File: config.mk
export PLATFORM = sky130hd
export DESIGN_NAME = video_pattern_gen
export DESIGN_NICKNAME = d
export VERILOG_FILES = /design/src/rtl/video_pattern_gen.sv
export SDC_FILE = /design/constraint.sdc
export NUM_CORES = 1
export LEC_CHECK = 0
export CORE_MARGIN = 10
export CORE_UTILIZATION = 39
export CTS_BUF_LIST = sky130_fd_sc_hd__clkbuf_4 sky130_fd_sc_hd__clkbuf_8 sky130_fd_sc_hd__clkbuf_16
export DETAILED_ROUTE_END_ITERATION = 10
export PLACE_DENSITY = 0.6
export SYNTH_ARGS = -nofsm -noshare
export SYNTH_HDL_FRONTEND = slang
export SYNTH_SLANG_ARGS = --single-unit
File: constraint.sdc
create_clock -name pixel_clock -period 3.1 [get_ports pixel_clock]
set_input_delay 0.62 -clock pixel_clock [delete_from_list [all_inputs] [get_ports pixel_clock]]
set_output_delay 0.62 -clock pixel_clock [all_outputs]
set_load 0.05 [all_outputs]
File: src/rtl/video_pattern_gen.sv
`default_nettype none
// video_pattern_gen: 720p test-pattern pixel stage with 2-cycle latency to RGB, syncs and de.
// Optional overlay macro: PATGEN_CROSSHAIR_EN (green centre crosshair).
module video_pattern_gen #(
  parameter int H_ACTIVE    = 1280,
  parameter int V_ACTIVE    = 720,
  parameter int BAR_SPEED   = 4,
  parameter int BAR_WIDTH   = 64,
  parameter int AUTO_FRAMES = 120
) (
  input  logic        pixel_clock,
  input  logic        reset,
  input  logic        hsync_in,
  input  logic        vsync_in,
  input  logic        active_in,
  input  logic [11:0] pixel_count,
  input  logic [11:0] line_count,
  input  logic [2:0]  mode_sel,
  input  logic        auto_en,
  output logic [7:0]  red,
  output logic [7:0]  green,
  output logic [7:0]  blue,
  output logic        hsync_out,
  output logic        vsync_out,
  output logic        de_out,
  output logic [7:0]  frame_cnt
);

  localparam logic [0:0]  c_ST_MANUAL = 1'b0;
  localparam logic [0:0]  c_ST_AUTO   = 1'b1;
  localparam logic [11:0] c_B1        = 12'(1 * (H_ACTIVE / 8));
  localparam logic [11:0] c_B2        = 12'(2 * (H_ACTIVE / 8));
  localparam logic [11:0] c_B3        = 12'(3 * (H_ACTIVE / 8));
  localparam logic [11:0] c_B4        = 12'(4 * (H_ACTIVE / 8));
  localparam logic [11:0] c_B5        = 12'(5 * (H_ACTIVE / 8));
  localparam logic [11:0] c_B6        = 12'(6 * (H_ACTIVE / 8));
  localparam logic [11:0] c_B7        = 12'(7 * (H_ACTIVE / 8));
  localparam logic [11:0] c_X_LAST    = 12'(H_ACTIVE - 1);
  localparam logic [11:0] c_Y_LAST    = 12'(V_ACTIVE - 1);
  localparam logic [12:0] c_H_ACTIVE  = 13'(H_ACTIVE);
  localparam logic [12:0] c_BAR_SPEED = 13'(BAR_SPEED);
  localparam logic [12:0] c_BAR_WIDTH = 13'(BAR_WIDTH);
  localparam logic [7:0]  c_AUTO_LAST = 8'(AUTO_FRAMES - 1);
`ifdef PATGEN_CROSSHAIR_EN
  localparam logic [11:0] c_X_MID     = 12'(H_ACTIVE / 2);
  localparam logic [11:0] c_Y_MID     = 12'(V_ACTIVE / 2);
`endif

  logic [0:0]  r_state;
  logic [0:0]  w_state_nxt;
  logic [2:0]  r_mode;
  logic [2:0]  w_mode_nxt;
  logic [7:0]  r_auto_cnt;
  logic [7:0]  w_auto_cnt_nxt;
  logic        r_vsync_d;
  logic        w_fs;
  logic [11:0] r_bar_pos;
  logic [12:0] w_bar_step;
  logic [12:0] w_bar_end;
  logic        w_in_bar;
  logic [7:0]  r_frame_cnt;
  logic [23:0] w_pat;
  logic [23:0] r_s1_rgb;
  logic        r_s1_hs, r_s1_vs, r_s1_de;
  logic [23:0] r_rgb;
  logic        r_hs, r_vs, r_de;

  assign w_fs       = vsync_in & ~r_vsync_d;
  assign w_bar_step = {1'b0, r_bar_pos} + c_BAR_SPEED;
  assign w_bar_end  = {1'b0, r_bar_pos} + c_BAR_WIDTH;
  // 13-bit end keeps the bar clipped at the right edge instead of wrapping.
  assign w_in_bar   = (pixel_count >= r_bar_pos) && ({1'b0, pixel_count} < w_bar_end);

  always_ff @(posedge pixel_clock or posedge reset) begin
    if (reset) begin
      r_state    <= c_ST_MANUAL;
      r_mode     <= 3'd0;
      r_auto_cnt <= 8'd0;
    end else begin
      r_state    <= w_state_nxt;
      r_mode     <= w_mode_nxt;
      r_auto_cnt <= w_auto_cnt_nxt;
    end
  end

  always_comb begin
    w_state_nxt = r_state;
    if (w_fs) w_state_nxt = auto_en ? c_ST_AUTO : c_ST_MANUAL;
  end

  always_comb begin
    w_mode_nxt     = r_mode;
    w_auto_cnt_nxt = r_auto_cnt;
    if (w_fs) begin
      if (!auto_en) begin
        w_mode_nxt = mode_sel;
      end else if (r_state == c_ST_MANUAL) begin
        w_mode_nxt     = 3'd0;
        w_auto_cnt_nxt = 8'd0;
      end else if (r_auto_cnt == c_AUTO_LAST) begin
        w_mode_nxt     = r_mode + 3'd1;
        w_auto_cnt_nxt = 8'd0;
      end else begin
        w_auto_cnt_nxt = r_auto_cnt + 8'd1;
      end
    end
  end

  always_ff @(posedge pixel_clock or posedge reset) begin
    if (reset) begin
      r_vsync_d   <= 1'b0;
      r_bar_pos   <= 12'd0;
      r_frame_cnt <= 8'd0;
    end else begin
      r_vsync_d <= vsync_in;
      if (w_fs) begin
        r_frame_cnt <= r_frame_cnt + 8'd1;
        r_bar_pos   <= (w_bar_step >= c_H_ACTIVE) ? 12'd0 : w_bar_step[11:0];
      end
    end
  end

  always_comb begin
    w_pat = 24'h000000;
    case (r_mode)
      3'd0: begin
        if      (pixel_count < c_B1) w_pat = 24'hFFFFFF;
        else if (pixel_count < c_B2) w_pat = 24'hFFFF00;
        else if (pixel_count < c_B3) w_pat = 24'h00FFFF;
        else if (pixel_count < c_B4) w_pat = 24'h00FF00;
        else if (pixel_count < c_B5) w_pat = 24'hFF00FF;
        else if (pixel_count < c_B6) w_pat = 24'hFF0000;
        else if (pixel_count < c_B7) w_pat = 24'h0000FF;
        else                         w_pat = 24'h000000;
      end
      3'd1: w_pat = {3{pixel_count[9:2]}};
      3'd2: w_pat = (pixel_count[5] ^ line_count[5]) ? 24'hFFFFFF : 24'h000000;
      3'd3: w_pat = w_in_bar ? 24'hFFFFFF : 24'h0000FF;
      3'd4: w_pat = 24'hFF0000;
      3'd5: w_pat = 24'h00FF00;
      3'd6: w_pat = 24'h0000FF;
      default: begin
        if (pixel_count == 12'd0 || pixel_count == c_X_LAST ||
            line_count == 12'd0 || line_count == c_Y_LAST)
          w_pat = 24'hFFFFFF;
      end
    endcase
`ifdef PATGEN_CROSSHAIR_EN
    if (pixel_count == c_X_MID || line_count == c_Y_MID) w_pat = 24'h00FF00;
`endif
  end

  always_ff @(posedge pixel_clock or posedge reset) begin
    if (reset) begin
      r_s1_rgb <= 24'd0;
      r_s1_hs  <= 1'b0;
      r_s1_vs  <= 1'b0;
      r_s1_de  <= 1'b0;
      r_rgb    <= 24'd0;
      r_hs     <= 1'b0;
      r_vs     <= 1'b0;
      r_de     <= 1'b0;
    end else begin
      r_s1_rgb <= w_pat;
      r_s1_hs  <= hsync_in;
      r_s1_vs  <= vsync_in;
      r_s1_de  <= active_in;
      r_rgb    <= r_s1_de ? r_s1_rgb : 24'd0;
      r_hs     <= r_s1_hs;
      r_vs     <= r_s1_vs;
      r_de     <= r_s1_de;
    end
  end

  assign red       = r_rgb[23:16];
  assign green     = r_rgb[15:8];
  assign blue      = r_rgb[7:0];
  assign hsync_out = r_hs;
  assign vsync_out = r_vs;
  assign de_out    = r_de;
  assign frame_cnt = r_frame_cnt;

endmodule
`default_nettype wire

==> out/qor.yml <==
outcome:
  status: "finished clean"
clock_tree:
  post_cts_hold_buffer_count: 0
  cts_buffer_depth: 2
  post_cts.repair.setup_buffers: 0
  cts_tree: "built"
  cts.htree.levels: 3
  clock_slew_at_the_register_clock_pins_of_the_worst_setup_and_hold_paths_ps: 80
  cts_num_sinks: 84
  cts_buffer_count: 9
  cts_repair_resize_count: 0
  clock_tree.root_cell: "sky130_fd_sc_hd__clkbuf_8"
  worst_skew_pair.late_latency_ps: 350
layout:
  fraction_of_final_layout_cells_with_drive_strength_greater_than_1: 0.09053
  layout_common_cells: "84 x sky130_fd_sc_hd__dfrtp_1, 67 x sky130_fd_sc_hd__clkdlybuf4s50_1, 33 x sky130_fd_sc_hd__nand2_1"
  layout.cell_area.non_filler_um2: 5151
  fill_cells: 970
  insertedDiodeCount: 0
  design.final.nets: 529
  final_common_cell: "sky130_fd_sc_hd__dfrtp_1"
  layout.cells.non_filler: 611
  flow.area_growth_from_synthesis_pct: 25.86
setup_path:
  worst_path_max_delay_cell: "sky130_fd_sc_hd__a211oi_2"
  critical_path_peak_fanout: 8
  critPathLaunchType: "primary input"
  rr_worst_depth: 9
  most_numerous_cell_on_the_critical_path: "sky130_fd_sc_hd__a21oi_1"
  worst-endpoint-arrival_ps: 2840
  worst_r2r_endpoint: "r_s1_rgb[22]$_DFF_PP0_"
  reg2reg_setup_slack_ps: 560
  crit-reg2reg-launch: "r_bar_pos[6]$_DFFE_PP0P_"
  path_cells: "clkdlybuf4s50_1, ha_1, a21oi_1, o21a_1, o22ai_1, o32a_1, a211oi_2, a21oi_1"
  crit_path_end_kind: "flip-flop"
  timing.critical_path.to: "r_s1_rgb[22]$_DFF_PP0_"
  worst_ep_required_time_ps: 3300
  crit_path_start: "pixel_count[7]"
  worstSetupPathType: "in2reg"
  crit_path_max_incr_delay_ps: 540
timing:
  finalCritPeriodShare: 0.8506
  fmaxAchievable_mhz: 379.2
  tns_ps: 0
  setup_viol: 0
  slew_violations: 0
  clock_skew_ps: 7.614
  timing.final.crit_period_ps: 2637
  tightestPinTransition_ps: 616.3
  max-slew-margin-rel: 0.5887
  fin_ws_ps: 463.1
  finalHoldViolCount: 0
  rsz0062_at_grt: "false"
yosys:
  synth_edf_count: 0
  postSynth.asyncResetShare: 1.000
  ys_ff_latch: 84
  ys_seq_area_frac: 0.5136
  synth.distinct_cells: 53
  syn_nets: 458
  post_synth.cell_area_avg_um2: 10.26
  yosysWarnings: 0
  synthesis.area_um2: 4093
  ys.flop_type: "sky130_fd_sc_hd__dfrtp_1"
  postSynthCellCount: 399
placed_design:
  hpwl_um: 6883
  detailed_place.area_um2: 4923
  io_buffer_count: 67
  finalWeightedCongestion: 0.8710
  placedCellCount: 595
  pre_cts_ws_ps: 132.0
route:
  detailroute.via_count: 3059
  detail_route.vias_per_cell: 5.007
  routedWlPerCell_um: 14.58
  route.detailed.drc: 0
  drtIter0Drc: 131
  number_of_detailed_routing_iterations_run_before_antenna_repair: 5
  wirelength_um: 8910
  final_antenna_net_count: 0
die:
  die-area_um2: 14990
  initial_utilization: 0.3982
  num_io_pins: 68
  placementRows: 37
  core_area_um2: 10280
  die_h_um: 122.4
  chip_width_um: 122.4
global_routing:
  grt_max_degree: 53
  grt_pass1_wl_um: 15250
  first_global_vias: 3073
  grt_remaining_overflow: 0
  grt.total_usage: 0.1249
  initial_antenna_violation_count: 0
flow_run:
  max_cap_violation_count: 0
pwr:
  pwr_density_cell_nw_per_um2: 689.0
  worst_vdd_drop_mv: 0.3858
  p_leak_uw: 0.002248
min_path:
  worst_hold_startpoint: "r_s1_hs$_DFF_PP0_"
  holdCritPathClass: "reg2reg"
-- flip-flops by register name, indices dropped and copies added (netlist names) --
name        count
r_bar_pos      10
r_state         1
r_s1_hs         1
vsync_out       1
hsync_out       1
r_s1_rgb       24
frame_cnt       8
r_s1_vs         1
de_out          1
r_mode          3
r_auto_cnt      8
r_s1_de         1
r_rgb          24
-- worst max-delay path: cells and delay by family --
kind | cells | cell delay [ps]
buffers and inverters | 1 | 430
adder cells (fa/ha/maj) | 1 | 330
AO/OA/AOI/OAI | 6 | 1450
-- Yosys cell counts, types with 2 or more instances --
master / number / area, um^2
sky130_fd_sc_hd__o22ai_1: 6 / 37.54
sky130_fd_sc_hd__buf_1: 2 / 7.510
sky130_fd_sc_hd__and3_1: 3 / 18.77
sky130_fd_sc_hd__o211ai_1: 2 / 15.01
sky130_fd_sc_hd__a211o_1: 2 / 17.52
sky130_fd_sc_hd__nor2_2: 2 / 12.51
sky130_fd_sc_hd__or3_1: 4 / 25.02
sky130_fd_sc_hd__a21oi_1: 32 / 160.2
sky130_fd_sc_hd__nand4b_1: 2 / 17.52
sky130_fd_sc_hd__clkbuf_1: 9 / 33.78
sky130_fd_sc_hd__a21o_1: 3 / 22.52
sky130_fd_sc_hd__nand2_2: 4 / 25.02
sky130_fd_sc_hd__xor2_1: 4 / 35.03
sky130_fd_sc_hd__a211oi_1: 2 / 15.01
sky130_fd_sc_hd__o21ai_0: 24 / 120.1
sky130_fd_sc_hd__nand2_1: 33 / 123.9
sky130_fd_sc_hd__o21a_1: 3 / 22.52
sky130_fd_sc_hd__or2_2: 3 / 18.77
sky130_fd_sc_hd__nor3_1: 7 / 35.03
sky130_fd_sc_hd__o21ai_1: 4 / 20.02
sky130_fd_sc_hd__nor4_1: 2 / 12.51
sky130_fd_sc_hd__dfrtp_1: 84 / 2102
sky130_fd_sc_hd__xnor2_1: 10 / 87.58
sky130_fd_sc_hd__or4_4: 2 / 22.52
sky130_fd_sc_hd__ha_1: 26 / 325.3
sky130_fd_sc_hd__nand2b_1: 3 / 18.77
sky130_fd_sc_hd__nand3_1: 13 / 65.06
sky130_fd_sc_hd__and2_1: 24 / 150.1
sky130_fd_sc_hd__a2111oi_0: 2 / 17.52
sky130_fd_sc_hd__nor2_1: 15 / 56.30
sky130_fd_sc_hd__buf_6: 4 / 45.04
sky130_fd_sc_hd__nor2b_1: 6 / 37.54
sky130_fd_sc_hd__inv_1: 18 / 67.56
sky130_fd_sc_hd__a31oi_1: 13 / 81.33
sky130_fd_sc_hd__nand4_1: 8 / 50.05
-- power by group --
group	switching (uW)	total, uW	internal (uW)
Combinational	750	1200	448
Clock	392	864	472
Sequential	146	1490	1340
Total	1290	3550	2260
-- how the worst min path moves through the flow --
stage	depth (start not counted)	to	slack (ps)
floorplan	0	hsync_out$_DFF_PP0_	330
global placement	0	hsync_out$_DFF_PP0_	340
detailed placement	0	hsync_out$_DFF_PP0_	340
CTS	0	hsync_out$_DFF_PP0_	360
global route	0	hsync_out$_DFF_PP0_	380
finish	0	hsync_out$_DFF_PP0_	360
-- metrics by stage --
step / total power, uW / utilization / hold WS (ps)
2_1_floorplan: 2320 / - / 331.2
5_1_grt: 3782 / 0.5012 / 376.3
4_1_cts: 3602 / 0.5012 / 361.1
3_3_place_gp: 2700 / 0.4791 / 336.9
3_5_place_dp: 2717 / 0.4791 / 341.3
6_report: 3549 / 0.5012 / 357.3
-- cell families after synthesis --
logic type               count (synthesis)  share of synthesized area
AND/OR/NAND/NOR                        136                     0.1795
AO/OA/AOI/OAI                          104                     0.1559
flip-flops                              84                     0.5136
buffers and inverters                   34                    0.03882
adder cells (fa/ha/maj)                 26                    0.07949
XOR/XNOR                                14                    0.02996
multiplexers                             1                   0.002751
-- area by class of cell --
cell class                 count  area [um^2]  area share
clock buffer                  10        131.4     0.02550
clock inverter                 6        96.34     0.01870
inverter                      18        68.82     0.01336
multi-input combinational    281         1832      0.3556
sequential                    84         2102      0.4081
tap                          136        170.2     0.03303
timing repair buffer          76        750.7      0.1457
-- metal layers --
layer / GRT usage / wire length, um / vias up / share of wire
met1: 0.1532 / 3871 / 1432 / 0.43
met5: 0 / 0 / - / 0
met4: 0.03608 / 102 / 0 / 0.011
met2: 0.2096 / 4433 / 60 / 0.50
li1: - / - / 1559 / -
met3: 0.03581 / 504 / 8 / 0.057
Power figures use the tool's default switching activity.
